--- src/rtl/commit_cu.sv ---
// rtl/commit_cu.sv - commit control unit: retire strobes, multi-cycle commit sequencing, flush/redirect
//
// Sequences retirement of the ROB head according to its commit class:
// single-cycle retires (RF write, store commit, branches), CSR handshake,
// FENCE store-buffer drain, WFI sleep, and a one-cycle flush/redirect.
//
// Optional feature macro: LEN5_COMMIT_INSTRET_EN (adds instret_o counter).
//
// Ports:
//   clk_i, rst_i          clock, synchronous active-high reset
//   valid_i, comm_type_i  ROB head valid and commit class (encoding below)
//   mispredicted_i        head jump/branch was mispredicted
//   sb_store_ready_i      store buffer accepts a store commit
//   sb_empty_i            store buffer fully drained
//   csr_ready_i           CSR unit completed the access
//   irq_i                 interrupt pending (WFI wake-up only)
//   ready_o               pop ROB head
//   int_rf_we_o           integer RF write
//   sb_store_commit_o     store commit strobe
//   csr_valid_o           CSR execute request
//   flush_o, fe_redirect_o, redirect_sel_o   flush and front-end redirect
//   instret_o             retired-instruction count (macro only)
//
// comm_type_i encoding: 0 NONE, 1 INT_RF, 2 LOAD, 3 STORE, 4 JUMP, 5 BRANCH,
// 6 CSR, 7 FENCE, 8 WFI, 9 ECALL, 10 EBREAK, 11 EXCEPT, 12 MRET; others act as NONE.

module commit_cu #(
    parameter int INSTRET_W = 64
) (
    input  logic       clk_i,
    input  logic       rst_i,
    input  logic       valid_i,
    input  logic [3:0] comm_type_i,
    input  logic       mispredicted_i,
    input  logic       sb_store_ready_i,
    input  logic       sb_empty_i,
    input  logic       csr_ready_i,
    input  logic       irq_i,
    output logic       ready_o,
    output logic       int_rf_we_o,
    output logic       sb_store_commit_o,
    output logic       csr_valid_o,
    output logic       flush_o,
    output logic       fe_redirect_o,
    output logic [1:0] redirect_sel_o
`ifdef LEN5_COMMIT_INSTRET_EN
    ,
    output logic [INSTRET_W-1:0] instret_o
`endif
);

    localparam logic [3:0] CT_INT_RF = 4'd1;
    localparam logic [3:0] CT_LOAD   = 4'd2;
    localparam logic [3:0] CT_STORE  = 4'd3;
    localparam logic [3:0] CT_JUMP   = 4'd4;
    localparam logic [3:0] CT_BRANCH = 4'd5;
    localparam logic [3:0] CT_CSR    = 4'd6;
    localparam logic [3:0] CT_FENCE  = 4'd7;
    localparam logic [3:0] CT_WFI    = 4'd8;
    localparam logic [3:0] CT_ECALL  = 4'd9;
    localparam logic [3:0] CT_EBREAK = 4'd10;
    localparam logic [3:0] CT_EXCEPT = 4'd11;
    localparam logic [3:0] CT_MRET   = 4'd12;

    localparam logic [1:0] SEL_MISPRED = 2'd0;
    localparam logic [1:0] SEL_TRAP    = 2'd1;
    localparam logic [1:0] SEL_MRET    = 2'd2;
    localparam logic [1:0] SEL_NEXT    = 2'd3;

    typedef enum logic [2:0] {
        S_IDLE,
        S_WAIT_CSR,
        S_WAIT_FENCE,
        S_WAIT_WFI,
        S_FLUSH
    } state_t;

    state_t     state_q, state_d;
    logic [1:0] sel_q, sel_d;

    always_ff @(posedge clk_i) begin
        if (rst_i) begin
            state_q <= S_IDLE;
            sel_q   <= SEL_MISPRED;
        end else begin
            state_q <= state_d;
            sel_q   <= sel_d;
        end
    end

    assign redirect_sel_o = sel_q;

    // Strobes are suppressed while reset is asserted so that nothing is
    // popped or flushed in the reset cycle itself.
    always_comb begin
        state_d           = state_q;
        sel_d             = sel_q;
        ready_o           = 1'b0;
        int_rf_we_o       = 1'b0;
        sb_store_commit_o = 1'b0;
        csr_valid_o       = 1'b0;
        flush_o           = 1'b0;
        fe_redirect_o     = 1'b0;
        if (!rst_i) begin
            case (state_q)
                S_IDLE: begin
                    if (valid_i) begin
                        case (comm_type_i)
                            CT_INT_RF, CT_LOAD: begin
                                ready_o     = 1'b1;
                                int_rf_we_o = 1'b1;
                            end
                            CT_STORE: begin
                                ready_o           = sb_store_ready_i;
                                sb_store_commit_o = sb_store_ready_i;
                            end
                            CT_JUMP, CT_BRANCH: begin
                                ready_o     = 1'b1;
                                int_rf_we_o = (comm_type_i == CT_JUMP);
                                if (mispredicted_i) begin
                                    state_d = S_FLUSH;
                                    sel_d   = SEL_MISPRED;
                                end
                            end
                            CT_CSR: begin
                                csr_valid_o = 1'b1;
                                state_d     = S_WAIT_CSR;
                            end
                            CT_FENCE: state_d = S_WAIT_FENCE;
                            CT_WFI: begin
                                ready_o = 1'b1;
                                state_d = S_WAIT_WFI;
                            end
                            CT_ECALL, CT_EBREAK, CT_EXCEPT: begin
                                ready_o = 1'b1;
                                state_d = S_FLUSH;
                                sel_d   = SEL_TRAP;
                            end
                            CT_MRET: begin
                                ready_o = 1'b1;
                                state_d = S_FLUSH;
                                sel_d   = SEL_MRET;
                            end
                            default: ;
                        endcase
                    end
                end
                S_WAIT_CSR: begin
                    csr_valid_o = 1'b1;
                    if (valid_i && csr_ready_i) begin
                        ready_o     = 1'b1;
                        int_rf_we_o = 1'b1;
                        state_d     = S_FLUSH;
                        sel_d       = SEL_NEXT;
                    end
                end
                S_WAIT_FENCE: begin
                    if (valid_i && sb_empty_i) begin
                        ready_o = 1'b1;
                        state_d = S_FLUSH;
                        sel_d   = SEL_NEXT;
                    end
                end
                S_WAIT_WFI: begin
                    if (irq_i) begin
                        state_d = S_FLUSH;
                        sel_d   = SEL_TRAP;
                    end
                end
                S_FLUSH: begin
                    flush_o       = 1'b1;
                    fe_redirect_o = 1'b1;
                    state_d       = S_IDLE;
                end
                default: state_d = S_IDLE;
            endcase
        end
    end

`ifdef LEN5_COMMIT_INSTRET_EN
    // Trapping instructions are popped but do not count as retired.
    logic counts;
    assign counts = ready_o && (comm_type_i != CT_ECALL) && (comm_type_i != CT_EBREAK)
                    && (comm_type_i != CT_EXCEPT);

    always_ff @(posedge clk_i) begin
        if (rst_i) begin
            instret_o <= '0;
        end else if (counts) begin
            instret_o <= instret_o + 1'b1;
        end
    end
`else
    localparam int unused_instret_w = INSTRET_W;
`endif

endmodule

--- config.mk ---
export PLATFORM = sky130hd
export DESIGN_NAME = commit_cu
export DESIGN_NICKNAME = d
export VERILOG_FILES = /design/src/rtl/commit_cu.sv
export SDC_FILE = /design/constraint.sdc
export NUM_CORES = 1
export LEC_CHECK = 0
export CAP_MARGIN = 30
export CELL_PAD_IN_SITES_DETAIL_PLACEMENT = 0
export CELL_PAD_IN_SITES_GLOBAL_PLACEMENT = 1
export CORE_MARGIN = 3
export CORE_UTILIZATION = 32
export CTS_BUF_LIST = sky130_fd_sc_hd__clkbuf_16
export DETAILED_ROUTE_END_ITERATION = 6
export PLACE_DENSITY = 0.83
export SLEW_MARGIN = 0
export SYNTH_ARGS = -nofsm -noshare
export SYNTH_HDL_FRONTEND = slang
export SYNTH_SLANG_ARGS = --single-unit
--- constraint.sdc ---
create_clock -name clk_i -period 3.55 [get_ports clk_i]
set_input_delay 0.5325 -clock clk_i [delete_from_list [all_inputs] [get_ports clk_i]]
set_output_delay 0.5325 -clock clk_i [all_outputs]
set_load 0.02 [all_outputs]
Word-level counts from Yosys, hierarchy flattened
Cells that the tools add are included.
{"block": "classes", "n_reduce_logical": 11, "n_eq_ne": 23, "muxes": 34}
{"operator": "4-bit == test, second input constant", "n": 5}
{"operator": "4-bit by 3-bit == test with 1-bit output, second input constant", "n": 4}
{"operator": "1-bit two-way mux", "n": 15}
{"operator": "3-bit two-way mux", "n": 5}
{"operator": "3-bit one-hot mux with 5 select lines", "n": 1}
{"operator": "3-bit one-hot mux with 4 select lines", "n": 1}
{"operator": "2-bit two-way mux", "n": 5}
{"operator": "9-bit OR reduction", "n": 1}
{"operator": "4-bit by 2-bit == test with 1-bit output, second input constant", "n": 2}
{"operator": "2-bit != test, second input constant", "n": 4}
{"operator": "1-bit one-hot mux with 2 select lines", "n": 4}
{"operator": "2-bit one-hot mux with 4 select lines", "n": 1}
{"operator": "7-bit AND reduction", "n": 1}
{"operator": "3-bit by 2-bit == test with 1-bit output, second input constant", "n": 2}
{"operator": "6-bit by 2-bit != test with 1-bit output, second input constant", "n": 1}
{"operator": "2-bit one-hot mux with 3 select lines", "n": 1}
{"operator": "6-bit AND reduction", "n": 1}
{"operator": "4-bit by 1-bit == test with 1-bit output, second input constant", "n": 1}
{"operator": "4-bit by 1-bit != test with 1-bit output, second input constant", "n": 1}
{"operator": "4-bit nonzero test", "n": 1}
{"operator": "2-bit OR reduction", "n": 2}
{"operator": "4-bit OR reduction", "n": 1}
{"operator": "3-bit by 1-bit == test with 1-bit output, second input constant", "n": 1}
{"operator": "3-bit == test, second input constant", "n": 1}
{"operator": "5 further kinds", "n": 6}
{"block": "word_totals", "out_inout_bits": 8, "input_bits": 12, "word_cells": 70, "register_bits": 5}

Longest topological paths before layout
Gate-level depths: netlist of the first run.
{"block": "logic_depth", "ltp_word": 6, "ltp_mapped": 5, "depth_no_buf": 4}

Worst setup path after synthesis of the first run
Ideal clock, no wire load.
{"block": "synth_path", "path_type": "input port to output port", "from": "input comm_type_i[1]", "to": "output int_rf_we_o", "cell_stages": 4, "t_arrival_ps": 2080, "path_slack_ps": 938, "path_buffers": 1, "required_ps": 3017, "path_cell_list": "buf_2 o21ai_0 o211ai_1 a2111oi_0"}
{"block": "synth_via", "elab_chain_len": 6, "elab_cells_between_ends": 10, "cone_classes": "eq/ne: 4; mux: 4; reduce/logical: 2"}
{"item": "start, declared", "line_no": "33", "rtl": "input logic [3:0] comm_type_i,"}
{"item": "4-bit by 3-bit == test with 1-bit output, or another cell as far along", "line_no": "108, 119"}
{"item": "2-bit OR reduction"}
{"item": "1-bit one-hot mux with 2 select lines *", "line_no": "108", "rtl": "case (comm_type_i)"}
{"item": "1-bit two-way mux *", "line_no": "107", "rtl": "if (valid_i) begin"}
{"item": "1-bit one-hot mux with 2 select lines *", "line_no": "105", "rtl": "case (state_q)"}
{"item": "1-bit two-way mux *", "line_no": "104", "rtl": "if (!rst_i) begin"}
{"item": "end, declared", "line_no": "40", "rtl": "output logic int_rf_we_o,"}
Every way passes the cells marked *; elsewhere a longest branch is shown, timed or not.

Worst setup path after layout of the first run
Ends and elaborated chain as after synthesis.

==> results.ini, run 1 <==
[floorplan]
dieWidth_um = 49.0
core_um2 = 1610
io_pins = 20
dieArea_um2 = 2400
initial_core_util_pct = 36.6
core.rowCount = 14
die_y_um = 49.0

[drt]
ant_nets = 0
first_pass_iters = 4
num_vias = 734
wirelength_um = 1780
via_per_inst = 5.73
route.detailed.drc = 0
wl_per_cell_um = 13.9
drt_iter0_drc = 28

[logic_synthesis]
ys.flop_type = dfxtp_1
post-synth-top-count-cell = nand2_1
syn_area_um2 = 591
ys_top_cells_by_count = nand2_1, nor2_1
syn_inst = 88
yosys.area.top_type_share_pct = 16.9
synth_seq_cells = 5
synth_edf_count = 0
syn_nets = 100
syn_area_per_cell_um2 = 6.71
synth_cell_type_count = 36
yosysWarnings = 0
yosys-top-cells-area = dfxtp_1, nand2b_1, nand2_1, nor2_1, a21oi_1
ys_seq_area_share_pct = 16.9
synth_top_area_cell = dfxtp_1
postSynth.asyncResetShare_pct = 0

[job]
max_cap_violations = 0

[timing]
rsz0062_at_grt = false
timing.final.hold_violations = 0
tightest_slew_ns = 0.522
finalCritPeriodShare_pct = 86.8
drv_slew = 0
layout_min_cycle_time_ns = 3.08
fin_tns_setup_ns = 0
setup_violations = 0
max_freq_ghz = 0.325
maxSlewHeadroom_pct = 65.1
fin_skew_ns = 0.00218

[cells_and_area]
stdcell_count = 128
syn_to_final_growth_pct = 46.0
layout-drive-gt1-share_pct = 7.69
num_antenna_cells = 0
fin_nets = 117

[global_routing]
antenna_found_initial = 0
grt_max_degree = 16
grt_overflow = 0
grt_first_pass_wirelength_um = 3080
grt_usage_pct = 16.1
grt_pass1_vias = 690

[run_status]
status = finished, final reports clean

[hold_path]
whs_path_depth = 2
hold_end = redirect_sel_o[0]
min-delay-path-class = reg -> reg
hp-start = redirect_sel_o[0]

[critical_path]
cp_slowest_cell = clkdlybuf4s50_1
end_kind = primary output
path_class = in -> out
timing.rr.start = state_q[0]
regToRegSetupSlack_ns = 1.88
worstPathCellList = clkdlybuf4s50_1, xor2_1, o211ai_1, a2111oi_0, clkdlybuf4s50_1
cp_common_cell = clkdlybuf4s50_1
reg2regPathDepth = 4
max_stage_delay_ns = 0.68
cp-start-kind = primary input
r2r-end = redirect_sel_o[1]
crit_arrival_ns = 2.55
critPathRequiredTime_ns = 3.02
crit_fanout = 10

[clock_network]
cts_resized = 0
tritoncts = done
clockBufferDepth = 2
cts_buffers = 3
cts_setup_buffers = 0
clk_latency_ns = 0.23
cts.clk_slew.worst_paths_ns = 0.03
cts_root_buffer = clkbuf_16
cts_sinks = 5
h-tree-depth = 1
ctsHoldBuffers = 0

[power_and_ir_drop]
p_leak_nw = 0.310
powerDensity_nw_per_um2 = 385
ir_worst_vdd_mv = 0.367

[place]
gp_congestion = 0.834
port_buffers = 19
dp.cells = 124
dp_hpwl_um = 1250

## where the power goes
part	internal, mW	leakage, nW	switching, mW
Sequential	0.0604	0.0407	0.00668
Clock	0.146	0.0423	0.0388
Combinational	0.0390	0.227	0.0408
## area by class of cell
type	count	area, µm²
fillers	172	749
multi-input cells	69	429
repair buffers	21	205
flip-flops and latches	5	100
clock buffers	3	75.1
well taps	24	30.0
inverters	5	18.8
clock inverters	1	3.75
## logic make-up (layout without fill, tap and decap cells)
group                     Yosys count  count (layout)  share of synthesized area, %
AOI/OAI and AO/OA                  29              29                          35.0
xor gates and xnor gates            1               1                          1.48
buffers and inverters              14              30                          10.4
DFF                                 5               5                          16.9
and+or+nand+nor                    39              39                          36.2
## sequential cells by signal, summed over array words and instances (netlist names)
| signal | cells |
|---|---|
| redirect_sel_o | 2 |
| state_q | 3 |
## critical path, delay by kind of cell
family                 cells  cell delay [ns]
buffers and inverters      2             1.33
AO/OA/AOI/OAI              2             0.50
XOR/XNOR                   1             0.18
## cell usage in the layout, fill, tap and decap left out
cell / n
and4b_1: 1
a211o_1: 1
and3b_1: 1
nand2b_1: 5
o21a_1: 1
o221a_2: 1
nor2b_1: 2
inv_1: 6
a21boi_0: 1
o22ai_1: 1
a2111oi_0: 1
nor4b_1: 1
a21oi_1: 5
nor3_1: 4
o211ai_2: 1
a22oi_1: 1
nor3b_1: 1
a2bb2oi_1: 1
a31oi_1: 3
xor2_1: 1
o32ai_1: 2
o31ai_1: 1
nand2_1: 8
or3_1: 3
a211oi_1: 2
nand4_1: 1
o21ai_0: 4
nor2_1: 7
dfxtp_1: 5
a31o_2: 1
clkbuf_16: 3
nor4_1: 3
nand3b_1: 2
o211ai_1: 2
buf_4: 2
clkdlybuf4s50_1: 19
## worst max path at each step
stage | endpoint | from | cells past startpoint
final | int_rf_we_o | comm_type_i[1] | 5
after global routing | int_rf_we_o | comm_type_i[1] | 5
after CTS | int_rf_we_o | comm_type_i[1] | 5
after detailed placement | int_rf_we_o | comm_type_i[1] | 5
after global placement | int_rf_we_o | comm_type_i[1] | 5
after floorplan | int_rf_we_o | comm_type_i[1] | 4
## through the flow
stage,setup slack (ns),area (µm²),power (mW),hold slack (ns),utilization [%]
after floorplan,0.938,591,0.115,0.588,-
after global placement,0.470,783,0.147,0.523,48.6
after detailed placement,0.477,783,0.146,0.524,48.6
after CTS,0.465,862,0.334,0.537,53.5
after global routing,0.284,862,0.348,0.552,53.5
final,0.470,862,0.332,0.525,53.5
## per-layer routing
metal  wire (µm)  vias to the layer above  track usage, %  part of all wire (%)
met4          14                        0            5.69                  0.79
met2         800                       33            26.2                    45
met1         826                      337            19.5                    46
li1            -                      362               -                     -
met3         142                        2            5.20                   8.0
met5           0                        -               0                     0
Power figures use the tool's default switching activity.
==> run 2, diff against run 1 <==
- CTS_CLUSTER_SIZE: default -> 28
==> results of run 2 <==
The final DEF is identical to that of run 1; final timing and power are the same.
==> run 3, diff against run 2 <==
- CORE_UTILIZATION: 32 -> 27
- PLACE_DENSITY: 0.83 -> 0.74
- clock period: 3.55 -> 2.55 ns (I/O delays scaled with it)
==> run 3 against run 2 <==
  * Combinational power increased by 69%
  * Design area increased by 14%
  * Final cell count increased by 15%
  * Sequential power increased by 31%
  * Clock skew increased by 0.00066 ns
  * Die area increased by 16%
  * Flip-flop and latch count unchanged
  * Global-route usage decreased by 0.95 points
  * Count of clock-buffer cells in the layout unchanged
  * Clock power increased by 38%
  * Highest routed layer unchanged
  * Critical path depth decreased by 1
==> results.ini, run 3 (synthesized netlist as in run 1, its figures left out) <==
[place]
gp_congestion = 0.843
dpl-instance-area_um2 = 907
dp_hpwl_um = 1490
place_ws_ns = -0.0961
port_buffers = 19

[critical_path]
regToRegSetupSlack_ns = 0.92
timing.rr.start = state_q[0]
cp-start-kind = primary input
path_class = in -> out
end_kind = primary output
crit_arrival_ns = 2.04
r2r-end = redirect_sel_o[1]
critPathLaunch = rst_i
crit_fanout = 10
critPathRequiredTime_ns = 2.17
reg2regPathDepth = 4

[clock_network]
cts_root_buffer = clkbuf_16
h-tree-depth = 1
cts.clk_slew.worst_paths_ns = 0.03
tritoncts = done
cts_sinks = 5
clk_latency_ns = 0.23
clockBufferDepth = 2
cts_setup_buffers = 0
cts_buffers = 3

[global_routing]
grt_overflow = 0
grt_usage_pct = 15.1
grt_pass1_vias = 745
grt_first_pass_wirelength_um = 3140
antenna_found_initial = 0
grt_max_degree = 12

[timing]
rsz0062_at_grt = false
max_freq_ghz = 0.413
finalCritPeriodShare_pct = 95.1
tightest_slew_ns = 0.488
setup_violations = 0
fin_skew_ns = 0.00284
timing.final.hold_violations = 0
setup_slack_ns = 0.126
maxSlewHeadroom_pct = 67.3
layout_min_cycle_time_ns = 2.42
drv_slew = 0

[drt]
drt_iter0_drc = 18
route.detailed.drc = 0
via_per_inst = 5.18
wl_per_cell_um = 13.0
ant_nets = 0
first_pass_iters = 4
num_vias = 762
wirelength_um = 1910

[cells_and_area]
nFillCells = 202
fin_util_pct = 48.8
syn_to_final_growth_pct = 66.9
num_antenna_cells = 0
fin_nets = 133
top_register = state_q
layout-drive-gt1-share_pct = 20.0
mostFrequentLayoutCell = buf_4
design_area_um2 = 986
final_cell_mix = buf_4, clkdlybuf4s50_1, nand2_1
seqCellArea_um2 = 100
multi_input_area_um2 = 430
largest_reg_flops = 3

[job]
max_cap_violations = 0

[floorplan]
dieWidth_um = 52.8
core.rowCount = 16
initial_core_util_pct = 29.2
core_um2 = 2020
io_pins = 20
die_y_um = 52.8
dieArea_um2 = 2780

[run_status]
status = finished, final reports clean

[power_and_ir_drop]
p_leak_nw = 0.419
p_total_uw = 479
powerDensity_nw_per_um2 = 485
ir_worst_vdd_mv = 0.433

[hold_path]
hp-start = redirect_sel_o[0]
hold_end = redirect_sel_o[0]
whs_path_depth = 2
min-delay-path-class = reg -> reg

==> run 3: cell count changes in the layout (fill, tap and decap cells not counted), sizes merged <==
| cell | delta |
|---|---|
| clkdlybuf4s50 | -4 |
| buf | +16 |
| dlymetal6s2s | +1 |
| dlygate4sd2 | +3 |
==> run 3: worst max-delay path, cell delays in order <==
cell             delay [ns]
clkdlybuf4s50_1        0.44
buf_4                  0.19
nor4b_1                0.35
clkdlybuf4s50_1        0.68
==> run 3: stage by stage <==
step                hold slack [ns]  setup TNS (ns)  std cells
floorplan                     0.588               0         88
global placement              0.527          -0.208        143
detailed placement            0.535          -0.264        143
CTS                           0.544               0        147
global route                  0.627               0        147
finish                        0.537               0        147
==> run 3: cell type report <==
| class | instances | share of cell area (%) |
|---|---|---|
| Clock buffer | 3 | 7.61 |
| Inverter | 5 | 1.90 |
| Multi-Input combinational cell | 69 | 43.7 |
| Tap cell | 27 | 3.43 |
| Timing Repair Buffer | 37 | 32.9 |
| Sequential cell | 5 | 10.2 |
| Clock inverter | 1 | 0.381 |
==> run 3: timing repair <==
action	CTS	global route
endpoints found under the setup margin	3	2
resized for setup	3	2
hold buffers	0	0
endpoints found under the hold margin	0	0
==> run 3: worst max-delay path by stage <==
stage                          endpoint  slack (ns)
after floorplan             int_rf_we_o        0.24
after global placement      int_rf_we_o       -0.11
after detailed placement    csr_valid_o        -0.1
after CTS                       ready_o        0.01
after global routing      fe_redirect_o        0.02
final                     fe_redirect_o        0.13
==> run 3: power breakdown <==
| part | internal [mW] | switching, mW | leakage [nW] |
|---|---|---|---|
| Sequential | 0.0841 | 0.00389 | 0.0407 |
| Combinational | 0.0688 | 0.0666 | 0.336 |
| Clock | 0.203 | 0.0521 | 0.0423 |
==> run 3: metal layers <==
metal	routed length (µm)	part of all wire [%]	global-route usage, %	up-vias
met5	0	0	0	-
met2	857	45	24.4	28
met4	25	1.3	5.53	0
li1	-	-	-	393
met3	128	6.7	3.99	2
met1	897	47	19.0	339
